$ cat config.mk
export PLATFORM = sky130hd
export DESIGN_NAME = tiny_dnn_layer_seq
export DESIGN_NICKNAME = d
export VERILOG_FILES = /design/src/rtl/tiny_dnn_pkg.sv /design/src/rtl/tiny_dnn_ld_cnt.sv /design/src/rtl/tiny_dnn_layer_seq.sv
export SDC_FILE = /design/constraint.sdc
export NUM_CORES = 1
export LEC_CHECK = 0
export ABC_AREA = 1
export BUFFER_PORTS_ARGS = -buffer_cell sky130_fd_sc_hd__buf_4
export CAP_MARGIN = 20
export CORE_ASPECT_RATIO = 0.5
export CORE_MARGIN = 2
export CORE_UTILIZATION = 39
export CTS_CLUSTER_SIZE = 30
export DETAILED_ROUTE_END_ITERATION = 12
export PLACE_DENSITY = 0.74
export SLEW_MARGIN = 20
export SYNTH_ARGS = -nofsm -noshare
export SYNTH_HDL_FRONTEND = slang
export SYNTH_SLANG_ARGS = --single-unit
export TNS_END_PERCENT = 1
$ cat constraint.sdc
create_clock -name clk -period 2.1 [get_ports clk]
set_clock_uncertainty 0.1 [all_clocks]
set_input_delay 0.42 -clock clk [delete_from_list [all_inputs] [get_ports clk]]
set_output_delay 0.42 -clock clk [all_outputs]
set_load 0.01 [all_outputs]
$ cat src/rtl/tiny_dnn_pkg.sv
// Shared types and width defaults for the layer sequencer.
package tiny_dnn_pkg;

    localparam int WA_W_DEF = 10;
    localparam int BA_W_DEF = 4;

    typedef enum logic [2:0] {
        S_IDLE,
        S_WLOAD,
        S_BLOAD,
        S_INIT,
        S_RUN,
        S_DRAIN,
        S_DONE
    } seq_state_t;

    function automatic int max_int(input int a, input int b);
        return (a > b) ? a : b;
    endfunction

endpackage

$ cat src/rtl/tiny_dnn_ld_cnt.sv
// Load counter shared by the weight and bias load phases.
module tiny_dnn_ld_cnt #(
    parameter int CW = 10
) (
    input  logic          clk,
    input  logic          rst,
    input  logic          clr,
    input  logic          inc,
    input  logic [CW-1:0] last_val,
    output logic [CW-1:0] cnt,
    output logic          cnt_last
);

    logic [CW-1:0] cnt_q;
    logic [CW-1:0] cnt_d;

    // Clear wins over increment so the last accepted word leaves the counter at zero.
    always_comb begin
        cnt_d = cnt_q;
        if (clr) begin
            cnt_d = '0;
        end else if (inc) begin
            cnt_d = cnt_q + 1'b1;
        end
    end

    always_ff @(posedge clk or posedge rst) begin
        if (rst) begin
            cnt_q <= '0;
        end else begin
            cnt_q <= cnt_d;
        end
    end

    assign cnt      = cnt_q;
    assign cnt_last = (cnt_q == last_val);

endmodule

$ cat src/rtl/tiny_dnn_layer_seq.sv
// Layer sequencer: loads weights/biases, starts the execution controller,
// waits for it to finish and for the output path to drain.
//
// state   | meaning
// IDLE    | waiting for a layer command
// WLOAD   | streaming weight words into the weight buffer
// BLOAD   | streaming bias words into the bias buffer
// INIT    | one-cycle start pulse to the execution controller
// RUN     | execution controller busy, waiting for s_fin
// DRAIN   | waiting for the output path to empty
// DONE    | one-cycle completion pulse
module tiny_dnn_layer_seq
    import tiny_dnn_pkg::*;
#(
    parameter int WA_W = WA_W_DEF,
    parameter int BA_W = BA_W_DEF
) (
    input  logic            clk,
    input  logic            rst,
    input  logic            cmd_valid,
    output logic            cmd_ready,
    input  logic            cmd_backprop,
    input  logic            cmd_skip_load,
    input  logic [WA_W-1:0] cmd_wlast,
    input  logic [BA_W-1:0] cmd_blast,
    input  logic            abort,
    input  logic            src_valid,
    output logic            src_ready,
    output logic            wwrite,
    output logic            bwrite,
    output logic [WA_W-1:0] waddr,
    output logic [BA_W-1:0] baddr,
    output logic            backprop,
    output logic            run,
    output logic            s_init,
    input  logic            s_fin,
    input  logic            out_busy,
    output logic            busy,
    output logic            done
);

    localparam int CW = max_int(WA_W, BA_W);

    seq_state_t      state_q, state_d;
    logic            backprop_q, backprop_d;
    logic [WA_W-1:0] wlast_q, wlast_d;
    logic [BA_W-1:0] blast_q, blast_d;

    logic            loading;
    logic            accept;
    logic            cnt_clr;
    logic [CW-1:0]   cnt;
    logic [CW-1:0]   last_val;
    logic            cnt_last;

    assign loading  = (state_q == S_WLOAD) || (state_q == S_BLOAD);
    assign accept   = loading && src_valid && !abort;
    assign last_val = (state_q == S_BLOAD) ? CW'(blast_q) : CW'(wlast_q);

    tiny_dnn_ld_cnt #(.CW(CW)) u_ld_cnt (
        .clk      (clk),
        .rst      (rst),
        .clr      (cnt_clr),
        .inc      (accept),
        .last_val (last_val),
        .cnt      (cnt),
        .cnt_last (cnt_last)
    );

    always_comb begin
        state_d    = state_q;
        backprop_d = backprop_q;
        wlast_d    = wlast_q;
        blast_d    = blast_q;
        cnt_clr    = 1'b0;
        if (state_q != S_IDLE && abort) begin
            state_d = S_IDLE;
            cnt_clr = 1'b1;
        end else begin
            case (state_q)
                S_IDLE: begin
                    if (cmd_valid) begin
                        backprop_d = cmd_backprop;
                        wlast_d    = cmd_wlast;
                        blast_d    = cmd_blast;
                        cnt_clr    = 1'b1;
                        state_d    = cmd_skip_load ? S_INIT : S_WLOAD;
                    end
                end
                S_WLOAD: begin
                    if (accept && cnt_last) begin
                        cnt_clr = 1'b1;
                        // Backprop layers carry no bias.
                        state_d = backprop_q ? S_INIT : S_BLOAD;
                    end
                end
                S_BLOAD: begin
                    if (accept && cnt_last) begin
                        cnt_clr = 1'b1;
                        state_d = S_INIT;
                    end
                end
                S_INIT:  state_d = S_RUN;
                S_RUN:   if (s_fin) state_d = S_DRAIN;
                S_DRAIN: if (!out_busy) state_d = S_DONE;
                S_DONE:  state_d = S_IDLE;
                default: state_d = S_IDLE;
            endcase
        end
    end

    always_ff @(posedge clk or posedge rst) begin
        if (rst) begin
            state_q    <= S_IDLE;
            backprop_q <= 1'b0;
            wlast_q    <= '0;
            blast_q    <= '0;
        end else begin
            state_q    <= state_d;
            backprop_q <= backprop_d;
            wlast_q    <= wlast_d;
            blast_q    <= blast_d;
        end
    end

    assign cmd_ready = (state_q == S_IDLE);
    assign busy      = (state_q != S_IDLE);
    assign src_ready = loading && !abort;
    assign wwrite    = (state_q == S_WLOAD) && src_valid && !abort;
    assign bwrite    = (state_q == S_BLOAD) && src_valid && !abort;
    assign waddr     = cnt[WA_W-1:0];
    assign baddr     = cnt[BA_W-1:0];
    assign backprop  = backprop_q;
    assign run       = (state_q == S_INIT) || (state_q == S_RUN);
    // Start and completion pulses are suppressed on abort so nothing downstream sees a stray event.
    assign s_init    = (state_q == S_INIT) && !abort;
    assign done      = (state_q == S_DONE) && !abort;

endmodule

Word level (Yosys, flattened, before mapping) --
Index checks and enable logic that the tools add are counted.
Word-level totals: bits of input ports 23, ROM bits 0, word-level logic and storage cells 55, output and inout port bits 23, memories kept 0, bits in latches 0, register bits 28, bits in writable memories 0
Operators by class: shifts and indexed selects 0, order comparisons 0, equality and inequality tests 12, add/sub/neg operators 1, multipliers 0, reductions and logical operators 20, bitwise operators 1, divide/modulo/power cells 0, muxes and demuxes 16
Operators by type and width (count):
- two-way mux 10 bit | 3
- two-way mux 3 bit | 6
- case mux 3 bit (6 select lines) | 1
- logical AND 1 bit | 11
- adder 10 x 1 -> 10 bit (second input constant) | 1
- == test 10 bit | 1
- == test 3 bit (second input constant) | 3
- == test 3 x 2 -> 1 bit (second input constant) | 2
- inequality test 3 x 1 -> 1 bit (second input constant) | 2
- inequality test 3 bit (second input constant) | 2
- AND reduction 5 bit | 1
- two-way mux 1 bit | 4
- == test 3 x 1 -> 1 bit (second input constant) | 1
- zero test 3 bit | 1
- inequality test 3 x 2 -> 1 bit (second input constant) | 1
- AND reduction 3 bit | 1
- nonzero test 3 bit | 1
- logical OR 1 bit | 2
- two-way mux 2 bit | 1
- case mux 1 bit (2 select lines) | 1
- nonzero test 2 bit | 1
- OR reduction 2 bit | 1
- zero test 1 bit | 1
- inverter 1 bit | 1

Depth between registers and ports, before layout --
depth after elaboration 9, gate-level depth with buffers 14, gate-level depth less buffers 14

Modules after synthesis --
From an unflattened synthesis, not the netlist that was laid out.
Unflattened totals: cell total of the unflattened synthesis 240, area total of the unflattened synthesis 1821.7 um^2
By module, submodules not included:
- tiny_dnn_layer_seq | cells an instance 144, sequential area each 450.4 um^2, area each 1118.6 um^2, instances 1
- tiny_dnn_ld_cnt | cells an instance 96, sequential area each 250.2 um^2, area each 703.2 um^2, instances 1

Least setup slack after synthesis --
Ideal clock, no wire load.
path kind register -> register, start point register state_q[0], end point register backprop_q (netlist: backprop), buffers on the path 1, path slack 0.257 ns, clock period less this slack 1.843 ns, stages on the path, launching flop included 7, library setup time 0.128 ns, data required time 1.872 ns, data arrival time 1.616 ns, path through dfrtp_1 nor2_2 nand2_1 inv_1 nand2_1 buf_2 mux2_1
Between the ends: longest elaborated chain between the ends 4, elaborated cells on any way between the ends 5, classes of those cells bitwise (1); reduce/logical (4)
RTL lines:
- start: declaration | RTL line tiny_dnn_layer_seq.sv:44 | seq_state_t state_q, state_d;
- start signal: assignment | RTL line tiny_dnn_layer_seq.sv:119 | state_q <= state_d;
- nonzero test 3 bit
- named net busy | RTL line tiny_dnn_layer_seq.sv:38 | output logic busy,
- logical AND 1 bit | RTL line tiny_dnn_layer_seq.sv:76 | if (state_q != S_IDLE && abort) begin
- inverter 1 bit (no source line)
- AND reduction 3 bit (no source line)
- end signal: assignment | RTL line tiny_dnn_layer_seq.sv:120 | backprop_q <= backprop_d;
- end: declaration | RTL line tiny_dnn_layer_seq.sv:45 | logic backprop_q, backprop_d;
The timed path passes the listed nets, and every way through them passes these cells. A chain may end at the register's enable or synchronous reset.

Final worst setup path --
start point register state_q[0], end point output run
Between the ends: longest elaborated chain between the ends 2, elaborated cells on any way between the ends 3, classes of those cells eq/ne (2); reduce/logical (1)
RTL lines:
- == test 3 x 2 -> 1 bit / == test 3 bit (equally long branches) | RTL line tiny_dnn_layer_seq.sv:134 | assign run = (state_q == S_INIT) || (state_q == S_RUN);
- logical OR 1 bit (*) | RTL line tiny_dnn_layer_seq.sv:134
- end: declaration | RTL line tiny_dnn_layer_seq.sv:34 | output logic run,
Every way passes the cells marked *; elsewhere a longest branch is shown, timed or not.

==> impl_metrics.csv <==
group,metric,value,unit
logic_synthesis,synth_edf_count,0,
setup_path,crit_type,"register to output pin",
hold_path,hold_path_class,"primary input to async pin",
timing,hold_viol,0,
power,p_leak,0.00105,µW
cells_and_area,instances_no_fill,314,
power,p_int,1410,µW
logic_synthesis,synth_area_per_cell,7.74,µm²
setup_path,worstRegToRegCells,13,
setup_path,timing.reg2reg.setup_slack,200,ps
power,swShare,42.3,%
logic_synthesis,synth_top_area_share,42.3,%
power,clkPwrFrac,13.8,%
timing,setup_viol,0,
timing,whs,97.9,ps
setup_path,required,1580,ps
detailed_routing,num_vias,1508,
floorplanning,dieWidth,96.1,µm
global_route,first_global_vias,1510,
logic_synthesis,yosys.area.top_type,"dfrtp_1",
global_route,grt_first_pass_wirelength,6560,µm
setup_path,cp-endpoint,"run",
placement,dpl.cell_count,309,
floorplanning,rows,16,
floorplanning,die_area,0.00481,mm²
cells_and_area,finish.net_count,285,
detailed_routing,first_pass_iters,4,
logic_synthesis,synth_cells,214,
power,power_density,1160,mW/mm²
floorplanning,core_area,0.00398,mm²
logic_synthesis,synth_ff_type,"dfrtp_1",
clock_network,worstSkewPairLatency,280,ps
detailed_routing,drtAntennaViolNets,0,
timing,finalMaxSlewViolations,0,
clock_network,ctsHtreeMaxLevel,1,
cells_and_area,diodes,0,
logic_synthesis,ys_warn_count,0,
detailed_routing,route.detailed.drc,0,
timing,fin_crit_sh,95.1,%
global_route,track_usage,17.3,%
logic_synthesis,ys_seq_area_share,42.3,%
clock_network,numCtsBuffers,3,
cells_and_area,design_area,0.00210,mm²
logic_synthesis,synthArstFlopShare,100,%
power,pwr-share-seq,35.9,%
timing,clock.fmax,501,MHz
detailed_routing,wl,3780,µm
flow_run,drv_cap,0,
cells_and_area,drive_above_1_share,26.9,%
cells_and_area,syn_to_final_growth,26.8,%
global_route,grt_max_degree,29,
power,pwr-share-comb,50.3,%
timing,fin_tns_setup,0,ps
timing,fin_crit,2000,ps
logic_synthesis,synth_cell_types,27,
clock_network,clkTransAtPathRegs,90,ps
placement,dpl_cell_area,0.00204,mm²
clock_network,cts.sinks,28,
floorplanning,start_util,41.6,%
logic_synthesis,synthTopCellsByArea,"dfrtp_1 42%, nand2_1 11%, nor2_1 7.7%, nand3_1 5.4%, inv_1 5.4%",
power,p_total,2440,µW
floorplanning,chipHeight,50.1,µm
logic_synthesis,synthTopCellsByCount,"49 x nand2_1, 34 x nor2_1, 28 x dfrtp_1",
setup_path,r2r_end,"state_q[0]",
placement,portBuffers,45,
timing,rsz0062_at_grt,"false",
logic_synthesis,syn-num-nets,238,
clock_network,cts_buffer_depth,2,
setup_path,cp-end-kind,"output pin",
floorplanning,io_pins,46,
global_route,antenna_found_initial,0,
placement,gp_congestion,0.814,
setup_path,worst-path-max-fanout,7,
clock_network,clock-root-buffer,"clkbuf_8",
timing,tightest_slew,349,ps
power,switchingPower,1030,µW
setup_path,arrival,1480,ps
logic_synthesis,ys_ff_latch,28,
detailed_routing,drtIter0Drc,82,
global_route,overflow,0,
placement,hpwlAfterDp,2940,µm
timing,slew_headroom,76.7,%
clock_network,cts_tree,"yes",
logic_synthesis,yosysMostFrequentCell,"nand2_1",
setup_path,start_kind,"register",
power,ir_drop,0.361,mV
detailed_routing,post_drt_via_cell_ratio,4.80,
setup_path,cp-startpoint,"state_q[0]",
logic_synthesis,synth_area,0.00166,mm²
setup_path,crit-reg2reg-launch,"state_q[2]",
status,status,"completed",
detailed_routing,wl_per_cell,12.0,µm
-- timing repair --
action / CTS / global route
gates resized for setup: 0 / 2
hold buffers: 0 / 0
setup buffers: 0 / 1
endpoints found under the setup margin: 0 / 10
-- cells by family after synthesis --
group           share of synthesized area (%)
xor+xnor                                 3.17
flops                                    42.3
mux                                      6.12
compound gates                           5.14
simple gates                             33.5
buf+inv                                  8.99
fa+ha+maj                               0.756
-- routing by layer --
metal / wire length, µm / track usage, % / vias up
met5: 0 / 0 / -
met4: 38 / 3.57 / 0
met3: 289 / 4.59 / 6
met2: 1750 / 28.8 / 45
met1: 1710 / 22.7 / 691
li1: - / - / 766
-- final cells by class --
| class | count | area, µm² |
|---|---|---|
| Fill cell | 389 | 1880 |
| Multi-Input combinational cell | 153 | 806 |
| Sequential cell | 28 | 702 |
| Timing Repair Buffer | 50 | 375 |
| Inverter | 25 | 93.8 |
| Tap cell | 54 | 67.6 |
| Clock buffer | 4 | 55.1 |
-- state kept, by name (all words and copies together), names as in the netlist --
name and cells:
backprop 1, u_ld_cnt.cnt 10, state_q 3, wlast_q 10
blast_q 4
-- how the worst min path moves through the flow --
stage / start / endpoint / slack, ps / depth (start not counted)
2_1_floorplan: blast_q[3] / blast_q[3] / 350 / 1
3_3_place_gp: blast_q[3] / blast_q[3] / 400 / 1
3_5_place_dp: blast_q[3] / blast_q[3] / 390 / 1
4_1_cts: rst / wlast_q[8] / 110 / 3
5_1_grt: rst / wlast_q[9] / 130 / 3
6_report: rst / wlast_q[0] / 100 / 3
-- stage by stage --
stage | setup slack [ps] | utilization (%)
floorplan | 257 | -
global placement | 155 | 51.1
detailed placement | 101 | 51.1
CTS | 55.9 | 52.5
global route | 6.32 | 52.7
finish | 103 | 52.7
-- critical path: stages, from the launching register on --
cell,delay [ps]
dfrtp_2,480
nor2_2,280
inv_1,110
o21ai_0,180
buf_4,150
-- power groups by stage --
stage | Combinational [µW] | Sequential (µW) | Clock (µW)
2_1_floorplan | 877 | 852 | 0
3_3_place_gp | 1170 | 876 | 0
3_5_place_dp | 1210 | 882 | 0
4_1_cts | 1220 | 870 | 349
5_1_grt | 1390 | 900 | 371
6_report | 1230 | 875 | 335
-- cell usage in the layout (no fill, tap or decap), types with 2 or more instances in the layout --
cell	instances
nor2_2	2
clkbuf_8	4
o21ai_0	7
nor2_4	2
nand2_1	49
dfrtp_1	27
inv_2	2
nor2_1	34
mux2_1	5
buf_4	50
mux2_2	4
nand3_1	18
nand3b_1	3
xor2_1	6
inv_1	23
nor3_1	3
a21oi_1	10
nand3_2	2
nor4_1	2
(Power assumes the default switching activity.)
